File: config.mk
export PLATFORM = sky130hd
export DESIGN_NAME = local_ni
export DESIGN_NICKNAME = d
export VERILOG_FILES = /design/src/rtl/local_ni.sv
export SDC_FILE = /design/constraint.sdc
export NUM_CORES = 1
export LEC_CHECK = 0
export ABC_CLOCK_PERIOD_IN_PS = 2800
export BUFFER_PORTS_ARGS = -buffer_cell sky130_fd_sc_hd__buf_4
export CAP_MARGIN = 20
export CORE_AREA = 8 8 158 160
export DETAILED_ROUTE_END_ITERATION = 10
export DIE_AREA = 0 0 166 168
export GPL_ROUTABILITY_DRIVEN = 0
export PLACE_DENSITY_LB_ADDON = 0.08
export SYNTH_ARGS = -nofsm -noshare
export SYNTH_HDL_FRONTEND = slang
export SYNTH_SLANG_ARGS = --single-unit
File: constraint.sdc
create_clock -name clk -period 2.8 [get_ports clk]
set_input_delay 0.28 -clock clk [delete_from_list [all_inputs] [get_ports clk]]
set_output_delay 0.28 -clock clk [all_outputs]
set_load 0.05 [all_outputs]
File: src/rtl/local_ni.sv
// PE-side network interface for a router local port: TX inject FIFO with stall/gap FSM, RX absorb FIFO.
// Optional saturating flit statistics are built when NI_STATS_EN is defined.
module local_ni #(
    parameter int DATASIZE = 30,
    parameter int TX_DEPTH = 4,
    parameter int RX_DEPTH = 4,
    parameter int INJ_GAP  = 0,
    parameter int CNT_W    = 16
) (
    input  logic                clk,
    input  logic                rst,
    input  logic [DATASIZE-1:0] pe_tx_data,
    input  logic                pe_tx_valid,
    output logic                pe_tx_ready,
    output logic [DATASIZE-1:0] ni_data_out,
    output logic                ni_valid_out,
    input  logic                router_full_in,
    input  logic [DATASIZE-1:0] router_data_in,
    input  logic                router_valid_in,
    output logic [DATASIZE-1:0] pe_rx_data,
    output logic                pe_rx_valid,
    input  logic                pe_rx_ready,
    input  logic                ovf_clr,
    output logic                rx_overflow,
    output logic [CNT_W-1:0]    tx_flit_cnt,
    output logic [CNT_W-1:0]    rx_flit_cnt,
    output logic [CNT_W-1:0]    rx_drop_cnt
);
    localparam int TAW   = $clog2(TX_DEPTH);
    localparam int RAW   = $clog2(RX_DEPTH);
    localparam int GAP_W = (INJ_GAP > 0) ? $clog2(INJ_GAP + 1) : 1;

    typedef enum logic [1:0] {IDLE, SEND, STALL} state_e;

    state_e state_q, state_d;

    logic [DATASIZE-1:0] tx_mem [TX_DEPTH];
    logic [DATASIZE-1:0] rx_mem [RX_DEPTH];
    logic [TAW:0]        tx_wr_q, tx_rd_q;
    logic [RAW:0]        rx_wr_q, rx_rd_q;
    logic [GAP_W-1:0]    gap_q, gap_d;
    logic [DATASIZE-1:0] data_q;
    logic                ovf_q;

    logic tx_full, tx_empty, tx_push, launch;
    logic rx_full, rx_push, rx_pop, rx_drop;

    assign tx_empty = (tx_wr_q == tx_rd_q);
    assign tx_full  = (tx_wr_q[TAW] != tx_rd_q[TAW]) &&
                      (tx_wr_q[TAW-1:0] == tx_rd_q[TAW-1:0]);
    assign pe_tx_ready = !rst && !tx_full;
    assign tx_push  = pe_tx_valid && pe_tx_ready;
    assign launch   = !tx_empty && (gap_q == '0) && !router_full_in;

    assign rx_full  = (rx_wr_q[RAW] != rx_rd_q[RAW]) &&
                      (rx_wr_q[RAW-1:0] == rx_rd_q[RAW-1:0]);
    assign pe_rx_valid = (rx_wr_q != rx_rd_q);
    assign pe_rx_data  = rx_mem[rx_rd_q[RAW-1:0]];
    assign rx_pop   = pe_rx_valid && pe_rx_ready;
    // a pop at the same edge frees the slot, so a full FIFO still accepts
    assign rx_push  = router_valid_in && (!rx_full || rx_pop);
    assign rx_drop  = router_valid_in && rx_full && !rx_pop;

    always_comb begin
        gap_d = gap_q;
        if (launch)
            gap_d = GAP_W'(INJ_GAP);
        else if (gap_q != '0)
            gap_d = gap_q - 1'b1;
    end

    always_ff @(posedge clk or posedge rst) begin
        if (rst)
            state_q <= IDLE;
        else
            state_q <= state_d;
    end

    always_comb begin
        state_d = state_q;
        unique case (state_q)
            IDLE, SEND: begin
                if (launch)
                    state_d = SEND;
                else if (router_full_in && !tx_empty)
                    state_d = STALL;
                else
                    state_d = IDLE;
            end
            STALL: begin
                if (launch)
                    state_d = SEND;
                else if (!router_full_in)
                    state_d = IDLE;
            end
            default: state_d = IDLE;
        endcase
    end

    always_comb begin
        ni_valid_out = (state_q == SEND);
        ni_data_out  = data_q;
        rx_overflow  = ovf_q;
    end

    always_ff @(posedge clk or posedge rst) begin
        if (rst) begin
            tx_wr_q <= '0;
            tx_rd_q <= '0;
            rx_wr_q <= '0;
            rx_rd_q <= '0;
            gap_q   <= '0;
            data_q  <= '0;
            ovf_q   <= 1'b0;
        end else begin
            gap_q <= gap_d;
            if (tx_push) tx_wr_q <= tx_wr_q + 1'b1;
            if (launch) begin
                tx_rd_q <= tx_rd_q + 1'b1;
                data_q  <= tx_mem[tx_rd_q[TAW-1:0]];
            end
            if (rx_push) rx_wr_q <= rx_wr_q + 1'b1;
            if (rx_pop)  rx_rd_q <= rx_rd_q + 1'b1;
            if (rx_drop)
                ovf_q <= 1'b1;
            else if (ovf_clr)
                ovf_q <= 1'b0;
        end
    end

    // storage needs no reset: pointers alone define occupancy
    always_ff @(posedge clk) begin
        if (tx_push) tx_mem[tx_wr_q[TAW-1:0]] <= pe_tx_data;
        if (rx_push) rx_mem[rx_wr_q[RAW-1:0]] <= router_data_in;
    end

`ifdef NI_STATS_EN
    logic [CNT_W-1:0] tx_cnt_q, rx_cnt_q, drop_cnt_q;

    always_ff @(posedge clk or posedge rst) begin
        if (rst) begin
            tx_cnt_q   <= '0;
            rx_cnt_q   <= '0;
            drop_cnt_q <= '0;
        end else begin
            if (launch && tx_cnt_q != '1)    tx_cnt_q   <= tx_cnt_q + 1'b1;
            if (rx_push && rx_cnt_q != '1)   rx_cnt_q   <= rx_cnt_q + 1'b1;
            if (rx_drop && drop_cnt_q != '1) drop_cnt_q <= drop_cnt_q + 1'b1;
        end
    end

    assign tx_flit_cnt = tx_cnt_q;
    assign rx_flit_cnt = rx_cnt_q;
    assign rx_drop_cnt = drop_cnt_q;
`else
    assign tx_flit_cnt = '0;
    assign rx_flit_cnt = '0;
    assign rx_drop_cnt = '0;
`endif

endmodule

==> results of run 1 <==
power groups by stage:
stage          Sequential, mW  Combinational [mW]  Clock (mW)
2_1_floorplan            6.75                3.93           0
3_5_place_dp             6.16                6.28           0
5_1_grt                  6.17                6.63        4.36
6_report                 6.06                6.24        4.11
3_3_place_gp             6.11                6.20           0
4_1_cts                  6.08                6.36        4.20
through the flow:
stage | total power [mW] | utilization, % | std cells
after floorplan | 10.7 | - | 559
after global routing | 17.2 | 62.6 | 1042
after global placement | 12.3 | 55.1 | 924
final | 16.4 | 62.6 | 1042
after CTS | 16.6 | 62.6 | 1042
after detailed placement | 12.4 | 55.1 | 924
path summary, 6_finish.rpt:
path                            slack, ns  depth (start not counted)              end
worst max-delay path                 0.24                          3   pe_rx_data[18]
worst min-delay path                 0.03                          2       state_q[1]
worst max register to register       0.65                          4     tx_mem[0][1]
worst min register to register       0.49                          1  ni_data_out[20]
max in group asynchronous            1.87                          4       tx_rd_q[0]
min in group asynchronous            0.28                          3      rx_overflow
kinds of logic (layout without fill, tap and decap cells):
kind of cell	after synthesis	in the layout	share of synthesized area [%]
compound gates	11	11	1.03
mux	95	95	15.7
xor+xnor	16	16	1.53
other cells	1	48	0.0338
fa+ha+maj	10	10	1.13
buf+inv	77	275	4.62
flops	285	285	75.1
simple gates	17	17	0.823
sequential cells by signal, summed over array words and instances (netlist names):
register / count
rx_wr_q: 3
state_q: 2
tx_mem: 120
tx_rd_q: 3
rx_overflow: 1
rx_rd_q: 3
rx_mem: 120
tx_wr_q: 3
ni_data_out: 30
per-layer routing:
layer | vias up | wire, um | global-route usage (%)
met2 | 142 | 11000 | 27.2
met5 | - | 0 | 0
met1 | 2796 | 8820 | 18.3
li1 | 2378 | - | -
met3 | 27 | 1080 | 3.46
met4 | 0 | 402 | 3.87
cell usage after synthesis:
cell / instances
o41a_1: 1
xor2_2: 1
mux2i_1: 1
buf_2: 5
nor2_1: 3
nor3_1: 1
o311ai_0: 2
nor2b_1: 2
xor2_1: 6
a31oi_4: 1
buf_4: 54
a32o_1: 1
nand3_1: 1
and2_1: 8
mux4_2: 60
dfrtp_1: 45
clkbuf_1: 6
o31ai_1: 1
a311oi_1: 1
ha_1: 10
xnor2_2: 3
conb_1: 1
buf_6: 2
nand2_1: 2
xnor2_1: 6
inv_1: 10
mux2_4: 1
o311a_1: 1
edfxtp_1: 240
o41ai_1: 1
mux2_2: 27
mux2_1: 6
o31a_1: 1
o211a_1: 1
layout make-up:
cell class                 count  area share (%)
inverter                      10           0.268
clock buffer                  40            6.07
timing repair buffer         209            12.8
multi-input combinational    197            17.4
clock inverter                16            1.45
tap                          285            2.55
sequential                   285            59.5
what timing repair did:
action | CTS | global route
hold endpoints to repair | 251 | 0
hold buffers | 62 | 0
setup endpoints to repair | 0 | 0
==> metrics.cfg, run 1 <==
[clock_tree]
cts_root_buf = clkbuf_16
cts_setup_buffers = 0
cts_resized = 0
numClockSinks = 285
clk_pin_slew_ns = 0.06
clk_latency_ns = 0.54
tritoncts = yes
cts_max_level = 1
cts.path.max_buffers = 3
cts_buffers = 30

[pwr]
ir_drop_mv = 0.740
seqPwrFrac_pct = 36.9
combPwrFrac_pct = 38.0
sw_frac_of_total_pct = 35.9
p_switching_mw = 5.88
p_leak_nw = 5.16
internal_power_mw = 10.5
power.density_nw_per_um2 = 1170
p_clk_share_pct = 25.1

[grt]
grt_pass1_vias = 5946
grt_max_degree = 33
antenna_found_initial = 0
gr-total-overflow = 0
grt_pass1_wl_um = 33300
grtUsageTotal_pct = 15.2

[yosys]
yosysWarnings = 0
ys_ff_latch = 285
synth.distinct_cells = 34
netlist_top_cells_area = edfxtp_1 65%, mux4_2 12%, dfrtp_1 10%, buf_4 3.7%, mux2_2 2.7%
synth-seq-area-share_pct = 75.1
synth_area_per_cell_um2 = 21.7
netlist_instances = 512
synthesis.area_um2 = 11100
synth_top_cell_by_area = edfxtp_1
synth_top_area_share_pct = 64.9

[floorplan]
coreArea_um2 = 22400
die_w_um = 166
die_h_um = 168
ios = 179
die_area_um2 = 27900
start_util_pct = 49.6
rows = 55

[routing]
drt_iter0_markers = 258
drt_wl_total_um = 21300
viasPerCell = 5.13
drt-pass1-iter-count = 4
postRouteAntennaNets = 0
drc = 0
vias = 5343
wl_per_cell_um = 20.4

[timing]
rsz0062_at_grt = false
setup_tns_ns = 0
setup_viol = 0
fmax_mhz = 390
fin_skew_ns = 0.0128
drv_slew = 0
maxSlewHeadroom_pct = 57.9
fin_crit_sh_pct = 91.6
tightest_slew_ns = 0.631
whs_ns = 0.0298
period_needed_ns = 2.56
finalHoldViolations = 0
fin_ws_ns = 0.235

[critical_path]
worstSetupEndpointType = primary output
cp-startpoint = rx_rd_q[0]
cp.arrival_ns = 2.28
slowest_stage = mux4_2
crit_top_cell = buf_4
cpPeakStageDelay_ns = 0.62
cpLargestDelayFamily = buffers and inverters
worstPathRequired_ns = 2.52
setup.worst_path.start_class = flop
path_cells = buf_4 > mux4_2 > buf_4
crit_buf_inv = 2
critPathKind = flop to primary output
path_max_fanout = 32
r2r_start = tx_rd_q[1]

[cells_and_area]
nFillCells = 1605
seq_area_um2 = 8340
multiInputGateArea_um2 = 2430
antennaDiodeCount = 0
final_area_um2 = 14000
final_nets = 810
drive_gt1_share_pct = 38.4
area_growth_syn_to_layout_pct = 26.2
final_cell_mix = 240 x edfxtp_1, 142 x buf_4, 62 x dlygate4sd3_1
final_common_cell = edfxtp_1

[min_path]
worstHoldPathType = primary input to flop
hp-start = router_full_in

[flow_run]
drv_cap = 0

[place]
dpl.hpwl_um = 13300
placement.io_buffers = 130
pre_cts_ws_ns = 0.615
placed_area_um2 = 12300

[status]
outcome = completed

No activity file was read; power rests on OpenSTA's default activity.
==> inputs of run 2 (changes only) <==
--- a/config.mk
+++ b/config.mk
@@ -5,7 +5,7 @@
 export SDC_FILE = /design/constraint.sdc
 export NUM_CORES = 1
 export LEC_CHECK = 0
-export ABC_CLOCK_PERIOD_IN_PS = 2800
+export ABC_CLOCK_PERIOD_IN_PS = 2560
 export BUFFER_PORTS_ARGS = -buffer_cell sky130_fd_sc_hd__buf_4
 export CAP_MARGIN = 20
 export CORE_AREA = 8 8 158 160
==> constraint.sdc (replaced) <==
create_clock -name clk -period 2.56 [get_ports clk]
set_input_delay 0 -clock clk [delete_from_list [all_inputs] [get_ports clk]]
set_output_delay 0 -clock clk [all_outputs]
set_load 0.05 [all_outputs]
==> run 2 against run 1 <==
Global-route usage decreased by 0.20 points. Clock power increased by 2%. Power increased by 7.4%. Via count decreased by 2.0%. Non-clock buffer count increased by 8. Wire length decreased by 1.3%. Critical path depth unchanged. Die area unchanged.
==> metrics.cfg, run 2 (synthesis gave the netlist of run 1 again) <==
[status]
outcome = completed

[clock_tree]
cts_root_buf = clkbuf_16
tritoncts = yes
cts.path.max_buffers = 3  ; unchanged
numClockSinks = 285  ; unchanged
cts_setup_buffers = 0  ; unchanged
clk_latency_ns = 0.54  ; about the same
clk_pin_slew_ns = 0.06  ; about the same
cts_max_level = 1  ; unchanged
cts_buffers = 30  ; unchanged

[routing]
viasPerCell = 4.98  ; -2.9%
vias = 5234  ; -2.0%
drc = 0  ; unchanged
postRouteAntennaNets = 0  ; unchanged
drt_wl_total_um = 21000  ; -1.3%
drt-pass1-iter-count = 4  ; unchanged
drt_iter0_markers = 240  ; -7.0%
wl_per_cell_um = 20.0  ; -2.2%

[critical_path]
crit_top_cell = buf_4
crit_buf_inv = 2  ; unchanged
cpPeakStageDelay_ns = 0.62  ; about the same
path_max_fanout = 32  ; unchanged
worstSetupEndpointType = primary output
path_cells = buf_4 > mux4_2 > buf_4
slowest_stage = mux4_2
setup.worst_path.start_class = flop
cp.arrival_ns = 2.29  ; about the same
critPathKind = flop to primary output
cpLargestDelayFamily = buffers and inverters
worstPathRequired_ns = 2.56  ; +0.04 ns

[timing]
tightest_slew_ns = 0.658  ; +0.0273 ns
period_needed_ns = 2.29
rsz0062_at_grt = false
fmax_mhz = 437
maxSlewHeadroom_pct = 56.1  ; -1.8 points
fin_skew_ns = 0.0135  ; +0.000669 ns
drv_slew = 0  ; unchanged
fin_crit_sh_pct = 89.4
finalHoldViolations = 0  ; unchanged
setup_viol = 0  ; unchanged
setup_tns_ns = 0  ; unchanged
fin_ws_ns = 0.272  ; +0.0362 ns

[floorplan]
die_w_um = 166  ; unchanged
die_h_um = 168  ; unchanged
rows = 55  ; unchanged
start_util_pct = 49.6  ; unchanged
coreArea_um2 = 22400  ; unchanged
ios = 179  ; unchanged
die_area_um2 = 27900  ; unchanged

[grt]
grt_pass1_wl_um = 33000  ; -0.91%
antenna_found_initial = 1  ; +1
grtUsageTotal_pct = 14.9  ; -0.20 points
gr-total-overflow = 0  ; unchanged
grt_max_degree = 33  ; unchanged
grt_pass1_vias = 5900  ; -0.77%

[pwr]
p_clk_share_pct = 23.8  ; -1.3 points
power_mw = 17.6  ; +7.4%
p_switching_mw = 6.43  ; +9.3%
ir_drop_mv = 0.847  ; +15%
combPwrFrac_pct = 38.8  ; +0.8 points
power.density_nw_per_um2 = 1260  ; +7.7%
internal_power_mw = 11.2  ; +6.3%
p_leak_nw = 5.16  ; about the same
sw_frac_of_total_pct = 36.5  ; +0.63 points
seqPwrFrac_pct = 37.5  ; +0.6 points

[place]
pre_cts_ws_ns = 0.530  ; -0.0849 ns
placement.io_buffers = 130  ; unchanged
placed_area_um2 = 12300  ; -0.12%
dpl.hpwl_um = 13400  ; +0.71%

[flow_run]
drv_cap = 0  ; unchanged

[cells_and_area]
nFillCells = 1567  ; -2.4%
area_growth_syn_to_layout_pct = 25.8
final_cell_mix = 240 x edfxtp_1, 148 x buf_4, 67 x dlygate4sd3_1
final_area_um2 = 14000  ; -0.29%
final_common_cell = edfxtp_1
post-route-util_pct = 62.4  ; -0.18 points
final_nets = 818  ; +0.99%
drive_gt1_share_pct = 38.8  ; +0.38 points

[min_path]
worstHoldPathType = primary input to flop

==> run 2: cell count changes in the layout (fill, tap and decap cells not counted), moves of 2 or more <==
cell / delta
clkinv_2: +6
clkinv_1: -3
bufinv_16: -3
dlygate4sd3_1: +5
buf_4: +6
clkinvlp_4: +2
buf_12: -3
==> run 2: worst reg2reg max path: cells and delay by family (launching register included) <==
family          cells  cell delay [ns]
xor+xnor            1             0.27
compound gates      1             0.24
flops               1             0.63
simple gates        1             0.34
buf+inv             1             0.23
==> run 2: final timing paths <==
check	from	end	slack (ns)	cells past startpoint
worst min register to register	ni_data_out[19]	ni_data_out[19]	0.49	1
min in group asynchronous	rst	ni_data_out[4]	0.57	4
worst max register to register	tx_rd_q[0]	tx_mem[2][2]	0.53	4
max in group asynchronous	rst	rx_rd_q[0]	1.37	5
worst min-delay path	pe_tx_data[24]	tx_mem[2][24]	0.21	2
worst max-delay path	rx_rd_q[0]	pe_rx_data[7]	0.27	3
==> run 2: final cells by class <==
type / count / area, um2 / area share [%]
Tap cell: 285 / 357 / 2.55
Antenna cell: 1 / 2.50 / 0.0179
Inverter: 10 / 37.5 / 0.269
Clock buffer: 39 / 836 / 5.99
Sequential cell: 285 / 8340 / 59.7
Multi-Input combinational cell: 197 / 2430 / 17.4
Timing Repair Buffer: 217 / 1820 / 13.0
Clock inverter: 17 / 138 / 0.986
==> run 2: through the flow <==
step | instances | hold slack (ns)
after floorplan | 559 | 0.0989
after global placement | 927 | -0.000355
after detailed placement | 927 | 0.00466
after CTS | 1050 | 0.177
after global routing | 1051 | 0.188
final | 1051 | 0.205
==> run 2: per-layer routing <==
| layer | global-route usage, % | wire length [um] | share of wire [%] |
|---|---|---|---|
| met2 | 26.9 | 11000 | 52 |
| met4 | 3.08 | 255 | 1.2 |
| met5 | 0 | 0 | 0 |
| met3 | 4.00 | 1300 | 6.2 |
| met1 | 17.9 | 8500 | 40 |
==> run 2: power groups by stage <==
stage / Sequential, mW / Clock, mW / Combinational, mW
floorplan: 7.39 / 0 / 4.30
global placement: 6.67 / 0 / 6.79
detailed placement: 6.72 / 0 / 6.87
CTS: 6.63 / 4.29 / 6.96
global route: 6.72 / 4.49 / 7.23
finish: 6.60 / 4.19 / 6.83
==> run 2: what timing repair did <==
item	CTS	global route
hold buffers	67	0
endpoints found under the hold margin	296	0
resized for setup	0	0
==> inputs of run 3 (changes only) <==
--- a/config.mk
+++ b/config.mk
@@ -8,9 +8,9 @@
 export ABC_CLOCK_PERIOD_IN_PS = 2560
 export BUFFER_PORTS_ARGS = -buffer_cell sky130_fd_sc_hd__buf_4
 export CAP_MARGIN = 20
-export CORE_AREA = 8 8 158 160
+export CORE_AREA = 8 8 220 117
 export DETAILED_ROUTE_END_ITERATION = 10
-export DIE_AREA = 0 0 166 168
+export DIE_AREA = 0 0 228 125
 export GPL_ROUTABILITY_DRIVEN = 0
 export PLACE_DENSITY_LB_ADDON = 0.08
 export SYNTH_ARGS = -nofsm -noshare
==> constraint.sdc (replaced) <==
create_clock -name clk -period 2.56 [get_ports clk]
set_input_delay 0 -clock clk [delete_from_list [all_inputs] [get_ports clk]]
set_output_delay 0 -clock clk [all_outputs]
set_load 0.02 [all_outputs]
==> run 3 against run 2 <==
Critical path depth is the same. First-iteration DRC count is 23% higher. Maximum frequency down 0.17%. Critical path type unchanged. Final cell count is 1.1% higher. Register-to-register slack improved by 0.04 ns. Via count grew 0.19%. Largest power group is now registers. Non-clock buffer count down 7. Utilization down 2.3 points. Largest cell class unchanged.
==> metrics.cfg, run 3 (synthesis gave the netlist of run 1 again) <==
[grt]
grt-busiest-layer = met2
antenna_found_initial = 0  ; -1
grtUsageTotal_pct = 14.9  ; -0.033 points
grt_util_met2_pct = 24.9  ; -2.0 points
grt_pass1_wl_um = 33600  ; +1.8%
grt.met1_usage_pct = 19.7  ; +1.8 points
grtUsageMet3_pct = 4.24  ; +0.24 points
grt_pass1_vias = 5892  ; -0.14%
grt_max_degree = 39  ; +18%
gr-total-overflow = 0  ; unchanged

[place]
pre_cts_ws_ns = 0.604  ; +0.0739 ns
placement.io_buffers = 130  ; unchanged
dpl.hpwl_um = 13300  ; -0.98%
dp_cells = 951  ; +2.6%

[cells_and_area]
nFillCells = 1675  ; +6.9%
final_cell_mix = 240 x edfxtp_1, 136 x buf_4, 66 x dlygate4sd3_1
post-route-util_pct = 60.2  ; -2.3 points
drive_gt1_share_pct = 37.4  ; -1.4 points
seq_area_um2 = 8340  ; unchanged
area_growth_syn_to_layout_pct = 24.8
final_nets = 806  ; -1.5%
layout.cells.non_filler = 1063  ; +1.1%
final_common_cell = edfxtp_1
antennaDiodeCount = 0  ; -1
multiInputGateArea_um2 = 2430  ; unchanged

[timing]
setup_viol = 0  ; unchanged
fin_crit_sh_pct = 89.5  ; +0.15 points
tightest_slew_ns = 0.674  ; +0.0159 ns
fin_ws_ns = 0.268  ; -0.00389 ns
whs_ns = 0.0368  ; -0.169 ns
period_needed_ns = 2.29  ; +0.00389 ns
fin_skew_ns = 0.00660  ; -0.00688 ns
drv_slew = 0  ; unchanged
rsz0062_at_grt = false
setup_tns_ns = 0  ; unchanged
fmax_mhz = 436  ; -0.17%
maxSlewHeadroom_pct = 55.1  ; -1.1 points
finalHoldViolations = 0  ; unchanged

[routing]
viasPerCell = 4.93  ; -0.94%
postRouteAntennaNets = 0  ; unchanged
drt_iter0_markers = 296  ; +23%
wl_per_cell_um = 20.1  ; +0.66%
drt-pass1-iter-count = 4  ; unchanged
drc = 0  ; unchanged
vias = 5244  ; +0.19%
drt_wl_total_um = 21400  ; +1.8%

[critical_path]
worstPathRequired_ns = 2.56  ; about the same
worstSetupEndpointType = primary output
setup.worst_path.start_class = flop
cp.arrival_ns = 2.29  ; about the same
critPathKind = flop to primary output
path_max_fanout = 32  ; unchanged

[clock_tree]
cts_buffers = 25  ; -17%
numClockSinks = 285  ; unchanged
cts_root_buf = clkbuf_16
cts.path.max_buffers = 3  ; unchanged
cts_max_level = 1  ; unchanged
cts_resized = 0  ; unchanged
cts_setup_buffers = 0  ; unchanged
clk_latency_ns = 0.54  ; about the same
hold_buffers = 66  ; -1.5%
tritoncts = yes
clk_pin_slew_ns = 0.06  ; about the same

[pwr]
power.density_nw_per_um2 = 1140  ; -10%
ir_drop_mv = 0.799  ; -5.6%
p_leak_nw = 5.06  ; -2.0%

[floorplan]
die_h_um = 125  ; -26%
coreArea_um2 = 23000  ; +2.9%
die_area_um2 = 28500  ; +2.2%
rows = 40  ; -27%
die_w_um = 228  ; +37%
ios = 179  ; unchanged
start_util_pct = 48.2  ; -1.4 points

[status]
outcome = completed

[flow_run]
drv_cap = 0  ; unchanged

[min_path]
worstHoldPathType = primary input to flop

-- run 3: layer usage --
metal	vias up	wire length, um	part of all wire (%)
met4	0	308	1.4
met2	128	10600	50
met5	-	0	0
met1	2712	9370	44
li1	2376	-	-
met3	28	1100	5.1
-- run 3: critical path: stages, from the launching register on --
cell	delay, ns
dfrtp_2	0.36
buf_4	0.55
mux4_2	0.64
buf_4	0.18
-- run 3: power by group --
part	internal (mW)	leakage [nW]	switching, mW
clock network	2.07	0.389	1.61
logic	2.60	1.95	2.91
registers	6.11	2.72	0.430
-- run 3: final timing paths --
check	start	to	slack, ns	cells after the start
setup / recovery	rx_rd_q[0]	pe_rx_data[25]	0.27	3
min in group asynchronous	rst	ni_data_out[23]	0.53	4
hold / removal	pe_tx_valid	tx_wr_q[2]	0.04	4
max in group asynchronous	rst	tx_rd_q[0]	1.52	5
setup reg to reg	rx_wr_q[1]	rx_mem[3][24]	0.57	4
hold reg to reg	ni_data_out[16]	ni_data_out[16]	0.50	1
-- run 3: area by class of cell --
cell class	instances	share of cell area, %
Sequential cell	285	60.2
Timing Repair Buffer	210	13.3
Clock buffer	38	5.23
Multi-Input combinational cell	197	17.6
Tap cell	315	2.85
Inverter	10	0.271
Clock inverter	8	0.596
-- run 3: per-stage QoR --
stage / power [mW] / area (um2)
final: 15.7 / 13800
after floorplan: 10.2 / 11300
after global placement: 12.0 / 12400
after detailed placement: 12.2 / 12400
after CTS: 16.0 / 13800
after global routing: 16.5 / 13800
